**config.mk**
```make
export PLATFORM = sky130hd
export DESIGN_NAME = monster_random_move
export DESIGN_NICKNAME = d
export VERILOG_FILES = /design/src/rtl/monster_random_move.sv
export SDC_FILE = /design/constraint.sdc
export NUM_CORES = 1
export LEC_CHECK = 0
export ABC_AREA = 1
export CAP_MARGIN = 25
export CORE_MARGIN = 2
export CORE_UTILIZATION = 50
export CTS_CLUSTER_DIAMETER = 100
export DETAILED_ROUTE_END_ITERATION = 8
export PLACE_DENSITY = 0.71
export SLEW_MARGIN = 25
export SYNTH_ARGS = -nofsm -noshare
export SYNTH_HDL_FRONTEND = slang
export SYNTH_SLANG_ARGS = --single-unit
```
**constraint.sdc**
```tcl
create_clock -name clk -period 2.4 [get_ports clk]
set_input_delay 0.24 -clock clk [delete_from_list [all_inputs] [get_ports clk]]
set_output_delay 0.24 -clock clk [all_outputs]
set_load 0.1 [all_outputs]
```
**src/rtl/monster_random_move.sv**
```systemverilog
// Monster wanderer: collects wall hits on the upstream probe lines for one frame,
// then picks a direction from an LFSR if the current one is blocked or stale, and steps once.
module monster_random_move #(
    parameter int         INITIAL_X       = 288,
    parameter int         INITIAL_Y       = 224,
    parameter int         SPEED           = 2,
    parameter int         OBJECT_WIDTH_X  = 32,
    parameter int         OBJECT_HEIGHT_Y = 32,
    parameter int         SCREEN_W        = 640,
    parameter int         SCREEN_H        = 480,
    parameter int         CHANGE_FRAMES   = 64,
    parameter logic [7:0] LFSR_SEED       = 8'hA5
) (
    input  logic        clk,
    input  logic        resetN,
    input  logic        startOfFrame,
    input  logic        probe_hit,
    input  logic [1:0]  probe_dir,
    input  logic        wall_drawing_request,
    output logic [10:0] topLeftX,
    output logic [10:0] topLeftY,
    output logic [1:0]  random_move,
    output logic        moving,
    output logic [3:0]  blocked_mask
);

    localparam int         FCW     = (CHANGE_FRAMES > 1) ? $clog2(CHANGE_FRAMES) : 1;
    localparam logic [FCW-1:0] FC_LAST = FCW'(CHANGE_FRAMES - 1);
    localparam logic [11:0] MAX_X  = 12'(SCREEN_W - OBJECT_WIDTH_X);
    localparam logic [11:0] MAX_Y  = 12'(SCREEN_H - OBJECT_HEIGHT_Y);
    localparam logic [11:0] SPD    = 12'(SPEED);

    localparam logic [1:0] DIR_RIGHT = 2'b00;
    localparam logic [1:0] DIR_LEFT  = 2'b01;
    localparam logic [1:0] DIR_DOWN  = 2'b10;
    localparam logic [1:0] DIR_UP    = 2'b11;

    typedef enum logic [1:0] {COLLECT, DECIDE, MOVE} state_t;

    state_t         state, state_next;
    logic [3:0]     hit_mask;
    logic [FCW-1:0] frame_cnt;
    logic [7:0]     lfsr;
    logic           suppress;

    logic [11:0]    x_ext, y_ext;
    logic [3:0]     edge_mask;
    logic [3:0]     blocked_eff;
    logic           all_blocked;
    logic           repick;
    logic [1:0]     pick_dir;
    logic [1:0]     pick_cand;
    logic           pick_found;
    logic           lfsr_fb;

    // Edge bits use one extra bit so X+SPEED cannot wrap before the compare.
    assign x_ext       = {1'b0, topLeftX};
    assign y_ext       = {1'b0, topLeftY};
    assign edge_mask   = {(y_ext < SPD), (y_ext + SPD > MAX_Y),
                          (x_ext < SPD), (x_ext + SPD > MAX_X)};
    assign blocked_eff = hit_mask | edge_mask;
    assign all_blocked = &blocked_eff;
    assign repick      = blocked_eff[random_move] || (frame_cnt == FC_LAST);
    assign lfsr_fb     = lfsr[7] ^ lfsr[5] ^ lfsr[4] ^ lfsr[3];

    // Rotate from the random start code and take the first free direction.
    always_comb begin
        pick_dir   = random_move;
        pick_cand  = 2'b00;
        pick_found = 1'b0;
        for (int i = 0; i < 4; i++) begin
            pick_cand = lfsr[1:0] + 2'(i);
            if (!pick_found && !blocked_eff[pick_cand]) begin
                pick_dir   = pick_cand;
                pick_found = 1'b1;
            end
        end
    end

    always_comb begin
        state_next = state;
        case (state)
            COLLECT: if (startOfFrame) state_next = DECIDE;
            DECIDE:  state_next = MOVE;
            MOVE:    state_next = COLLECT;
            default: state_next = COLLECT;
        endcase
    end

    always_ff @(posedge clk or negedge resetN) begin
        if (!resetN) begin
            state        <= COLLECT;
            topLeftX     <= 11'(INITIAL_X);
            topLeftY     <= 11'(INITIAL_Y);
            random_move  <= DIR_RIGHT;
            moving       <= 1'b0;
            blocked_mask <= 4'b0000;
            hit_mask     <= 4'b0000;
            frame_cnt    <= '0;
            lfsr         <= LFSR_SEED;
            suppress     <= 1'b0;
        end else begin
            state <= state_next;
            lfsr  <= {lfsr[6:0], lfsr_fb};
            case (state)
                COLLECT: begin
                    if (probe_hit && wall_drawing_request)
                        hit_mask[probe_dir] <= 1'b1;
                end
                DECIDE: begin
                    blocked_mask <= blocked_eff;
                    suppress     <= all_blocked;
                    if (repick) begin
                        frame_cnt <= '0;
                        if (!all_blocked) random_move <= pick_dir;
                    end else begin
                        frame_cnt <= frame_cnt + 1'b1;
                    end
                end
                MOVE: begin
                    moving   <= !suppress;
                    hit_mask <= 4'b0000;
                    if (!suppress) begin
                        case (random_move)
                            DIR_RIGHT: topLeftX <= topLeftX + 11'(SPEED);
                            DIR_LEFT:  topLeftX <= topLeftX - 11'(SPEED);
                            DIR_DOWN:  topLeftY <= topLeftY + 11'(SPEED);
                            DIR_UP:    topLeftY <= topLeftY - 11'(SPEED);
                            default:   ;
                        endcase
                    end
                end
                default: ;
            endcase
        end
    end

endmodule

```
* Yosys cells after proc, flatten, opt, wreduce, memory -nomap -nowiden
Index checks and enable logic that the tools add are counted.
** Storage, ports and cells
- Flip-flop bits (word level) :: 50
- Latch bits :: 0
- Memory bits (writable) :: 0
- Bits in read-only memories :: 0
- Bits of input ports :: 7
- Output and inout port bits :: 29
- Word-level logic and storage cells :: 95
- Memories kept :: 0
** Operators by class
- $add $sub $neg :: 10
- Multipliers :: 0
- Divide/modulo/power cells :: 0
- Magnitude comparators :: 11
- Equal/unequal tests :: 9
- Shifts and indexed selects :: 0
- Multiplexer cells :: 26
- Bitwise operators :: 7
- Reduce and logical (&&, ||, !) cells :: 22
** Operator list (count)
- $pmux 11 s2 :: 2
- $add 11x2->12 const B :: 2
- $add 11x2->11 const B :: 2
- $lt 11x2->1 const B :: 2
- $sub 11x2->11 const B :: 2
- $lt 2x3->1 const B :: 6
- $gt 12x10->1 const B :: 1
- $gt 12x9->1 const B :: 1
- $bmux 1 s2 :: 5
- $mux 2 :: 5
- $mux 1 :: 9
- $or 4x4->4 :: 2
- $pmux 4 s2 :: 1
- $reduce_and 4->1 :: 2
- $add 6x1->6 const B :: 1
- $eq 2x2->1 const B :: 3
- $eq 6x6->1 const B :: 1
- $logic_not 1->1 :: 6
- $mux 6 :: 1
- $reduce_and 3->1 :: 2
- $reduce_bool 2->1 :: 3
- $logic_and 1x1->1 :: 5
- $add 2x2->2 const B :: 2
- $eq 2x1->1 const B :: 2
- 12 further kinds :: 17

* Longest topological paths before layout
- Depth in word-level cells :: 15
- Gate-level depth with buffers :: 22
- Depth with buffers taken out :: 22

* Worst setup path before layout
No wires, ideal clock.
- Path type :: reg2reg
- From :: register topLeftX[1]
- To :: register random_move[0]
- Setup time :: 0.120 ns
- Arrival time :: 2.756 ns
- Required time :: 2.280 ns
- Slack :: -0.476 ns
- Cell stages (with the launch flop) :: 19
- Path buffers :: 0
- Period minus slack after synthesis :: 2.876 ns
- Path through :: dfrtp_1 > ha_1 > nand3_1 > nor2_2 > nand4_1 > o21ai_1 > nor2_2 > nand2_1 > nand2_1 > nand3_2 > nand2_4 > inv_4 > nand2_4 > nor2_2 > nand2_2 > nand2_1 > nand2_1 > nand3_1 > nand2_1
** Between the ends
- Longest elaborated chain between the ends :: 15
- Elaborated cells between the ends (all ways) :: 33
- Those cells by class :: add/sub (1); order compare (2); eq/ne (1); mux (16); bitwise (2); reduce/logical (11)
** Ends and longest elaborated chain
- start, declared :: line 20 : output logic [10:0] topLeftX,
- start signal, assigned :: line 93 : topLeftX <= 11'(INITIAL_X);
- start signal, assigned :: line 125 : DIR_RIGHT: topLeftX <= topLeftX + 11'(SPEED);
- start signal, assigned :: line 126 : DIR_LEFT: topLeftX <= topLeftX - 11'(SPEED);
- $add 11x2->12 :: line 60 : (x_ext < SPD), (x_ext + SPD > MAX_X)};
- $gt 12x10->1 :: line 60
- $or 4x4->4 * :: line 61 : assign blocked_eff = hit_mask | edge_mask;
- $bmux 1 s2 :: line 73 : if (!pick_found && !blocked_eff[pick_cand]) begin
- $mux 1 (implied by the code) :: line 73
- $logic_not 1->1 :: line 73
- $logic_and 1x1->1 :: line 73
- $mux 1 :: line 73
- $logic_not 1->1 :: line 73
- $logic_and 1x1->1 :: line 73
- $mux 1 :: line 73
- $logic_not 1->1 :: line 73
- $logic_and 1x1->1 :: line 73
- $ne 4x1->1 (no line)
- $reduce_and 4->1 (no line)
- end signal, assigned :: line 115 : if (!all_blocked) random_move <= pick_dir;
- end, declared :: line 22 : output logic [1:0] random_move,
Every way passes the cells marked *; elsewhere a longest branch is shown, timed or not. The select of a mux whose other input is x is not followed.
A chain may end at the register's enable or synchronous reset.

* Worst setup path after layout
Same ends and word-level chain as after synthesis.

==> impl_metrics.ini <==
[run_status]
status = completed

[cts]
root_buffer = clkbuf_8
clockBufferDepth = 2
cts-htree-levels = 2
insertion_delay_ps = 310
cts_tree = yes
clk_pin_slew_ps = 90
clkSinkCount = 48
cts_buffers = 5

[min_path]
hold_depth = 0
worstHoldStart = lfsr[6]$_DFF_PN0_
hp-class = flip-flop to flip-flop
hold_end = lfsr[7]$_DFF_PN1_

[placed_design]
place_inst = 525
hpwl_mm = 5.42
port_buffers = 33
gp_congestion = 0.904

[sta]
final_hold_viol_count = 0
fin_skew_ps = 7.31
finalMaxSlewViolations = 0
finalSetupViolations = 0
rsz0062_at_grt = yes
final.setup.tns_ps = 0
layout_min_cycle_time_ps = 2310
fmax_ghz = 0.434
min_period_over_period = 0.960

[synth]
syn_inst = 419
synth-main-ff-cell = dfrtp_1
synth_enable_flop_cells = 0
synthArstFlopShare = 1.00
netlist-cell-type-count = 39
synth_warnings = 0
ys_seq_area_frac = 0.388
synth_seq_cells = 48
syn_avg_cell_area_um2 = 7.45
syn_area_um2 = 3120

[detailed_routing]
avgViaCountPerCell = 5.48
ant_nets = 0
dr.pass1.iters = 5
wire_per_inst_um = 14.1
routed-via-count = 3016
totalWireLength_mm = 7.76
drt-initial-drc-count = 232
drc = 0

[layout]
syn2layout_area_growth_pct = 29.0
stdcell_count = 550
layout_common_cells = nand2_1, buf_4, inv_1, nand3_1, o21ai_0
final_common_cell = nand2_1
final_nets = 488
n_antenna_cell = 0
n_fill_cell = 477
drive_above_1_share = 0.326

[floorplan]
core_um2 = 5990
rows = 28
dieArea_um2 = 6890
ios = 36
die-height_um = 83.0
start_util = 0.521
die_x_um = 83.0

[global_route]
grt.overflow.total = 0
grt_pass1_vias = 2642
antenna_found_initial = 0
grt_pass1_wl_mm = 12.0
grt_max_degree = 49
grt_use_total = 0.214

[power_and_ir_drop]
p_clk_frac = 0.098
pwr-share-comb = 0.649
internal_power_w = 0.00253
net-switching-power_w = 0.00339
p_leak_nw = 1.88
pwr-share-seq = 0.253
ir_drop_uv = 1150
pwr_density_cell_nw_per_um2 = 1470
totalPowerFinal_w = 0.00592
switching_share = 0.573

[worst_setup_path]
cp_max_fo = 5
slowest_delay_ps = 520
arrival_ps = 2500
path_common_cell = nand2_1
worst_path_max_delay_cell = dfrtp_4
r2r-end = random_move[0]$_DFFE_PN0P_
start_kind = flip-flop
path_buf_inv = 1
r2r_cells = 17
path_cells = inv_2, ha_4, nand3_1, nor2_2, nand3_2, nor2_4, nor2_2, nand2_1, nand3_1, nand2_2, nand2_4, nor2_4, nand2_2, nand2_1, nand2_1, nand3_1, nand2_1
path_delay_family = simple AND/OR/NAND/NOR gates
worstPathRequired_ps = 2600
cp-end-kind = flip-flop
r2r-start = topLeftX[1]$_DFFE_PN0P_
reg2reg_slack_ps = 90
crit_type = flip-flop to flip-flop

[job]
maxCapViolCount = 0
==> per-layer routing <==
layer / vias to the layer above / wire length [µm] / track usage
li1: 1463 / - / -
met1: 1444 / 3420 / 0.291
met2: 98 / 3830 / 0.349
met3: 11 / 391 / 0.0249
met4: 0 / 120 / 0.0835
met5: - / 0 / 0
==> how the worst max path moves through the flow <==
stage | start | end | slack [ps] | cells after the start
after floorplan | topLeftY[7]$_DFFE_PN1P_ | random_move[1]$_DFFE_PN0P_ | 7 | 17
after global placement | topLeftX[2]$_DFFE_PN0P_ | random_move[0]$_DFFE_PN0P_ | 30 | 17
after detailed placement | topLeftX[2]$_DFFE_PN0P_ | random_move[1]$_DFFE_PN0P_ | -30 | 19
after CTS | topLeftX[2]$_DFFE_PN0P_ | random_move[1]$_DFFE_PN0P_ | 10 | 19
after global routing | topLeftX[1]$_DFFE_PN0P_ | random_move[1]$_DFFE_PN0P_ | -100 | 19
final | topLeftX[1]$_DFFE_PN0P_ | random_move[0]$_DFFE_PN0P_ | 90 | 17
==> state kept, by name, summed over array words and instances, names as in the netlist <==
signal        flops
topLeftX         10
topLeftY         10
lfsr              8
frame_cnt         6
blocked_mask      4
hit_mask          4
random_move       2
state             2
moving            1
suppress          1
==> area by class of cell <==
| class | count | area (µm²) | share of cell area |
|---|---|---|---|
| multi-input combinational | 303 | 1880 | 0.466 |
| sequential | 48 | 1260 | 0.313 |
| timing repair buffer | 59 | 468 | 0.116 |
| clock inverter | 2 | 35.0 | 0.00870 |
| tap | 75 | 93.8 | 0.0233 |
| clock buffer | 6 | 72.6 | 0.0180 |
| inverter | 57 | 221 | 0.0550 |
==> metrics by stage <==
stage	utilization	hold slack (ps)	setup slack (ps)	area [µm²]
3_3_place_gp	0.591	247	31.9	3540
2_1_floorplan	-	-55.6	7.00	3180
4_1_cts	0.612	358	9.91	3660
5_1_grt	0.672	373	-99.3	4030
6_report	0.672	357	94.9	4030
3_5_place_dp	0.591	252	-30.6	3540
==> power groups by stage <==
stage	sequential, W	combinational (W)	clock [W]
6_report	0.00150	0.00384	0.000581
5_1_grt	0.00154	0.00411	0.000617
4_1_cts	0.00145	0.00336	0.000599
3_5_place_dp	0.00146	0.00334	0
3_3_place_gp	0.00145	0.00331	0
2_1_floorplan	0.00267	0.00144	0
==> cells by family (layout without fill, tap and decap cells) <==
kind of cell / Yosys count / after routing / synth area share
DFF: 48 / 48 / 0.388
and+or+nand+nor: 210 / 210 / 0.318
other: 1 / 2 / 0.00120
adders and majority gates: 7 / 7 / 0.0281
AOI/OAI and AO/OA: 66 / 66 / 0.123
buffers and inverters: 69 / 124 / 0.0910
xor gates and xnor gates: 18 / 18 / 0.0505
==> Yosys cell counts, drive strengths merged, types with 4 or more instances <==
| cell type | count | area [µm²] |
|---|---|---|
| o21ai | 31 | 159 |
| o22ai | 5 | 31.3 |
| nand3 | 39 | 220 |
| a21oi | 14 | 70.1 |
| nand4 | 6 | 37.5 |
| dfstp | 9 | 236 |
| nand2 | 111 | 449 |
| nor2 | 41 | 196 |
| xor2 | 13 | 114 |
| dfrtp | 39 | 976 |
| inv | 55 | 209 |
| ha | 7 | 87.6 |
| xnor2 | 5 | 43.8 |
| buf | 8 | 52.6 |
| clkbuf | 4 | 15.0 |
| nor3 | 12 | 81.3 |
| a31oi | 5 | 31.3 |
==> what timing repair did <==
item	4_1_cts	5_1_grt
endpoints found under the setup margin	2	7
hold buffers	1	0
gates resized for setup	2	60
buffers inserted	0	16
pin swaps	0	30
hold endpoints to repair	39	0
Note: power is estimated with default switching activity, not from simulation.
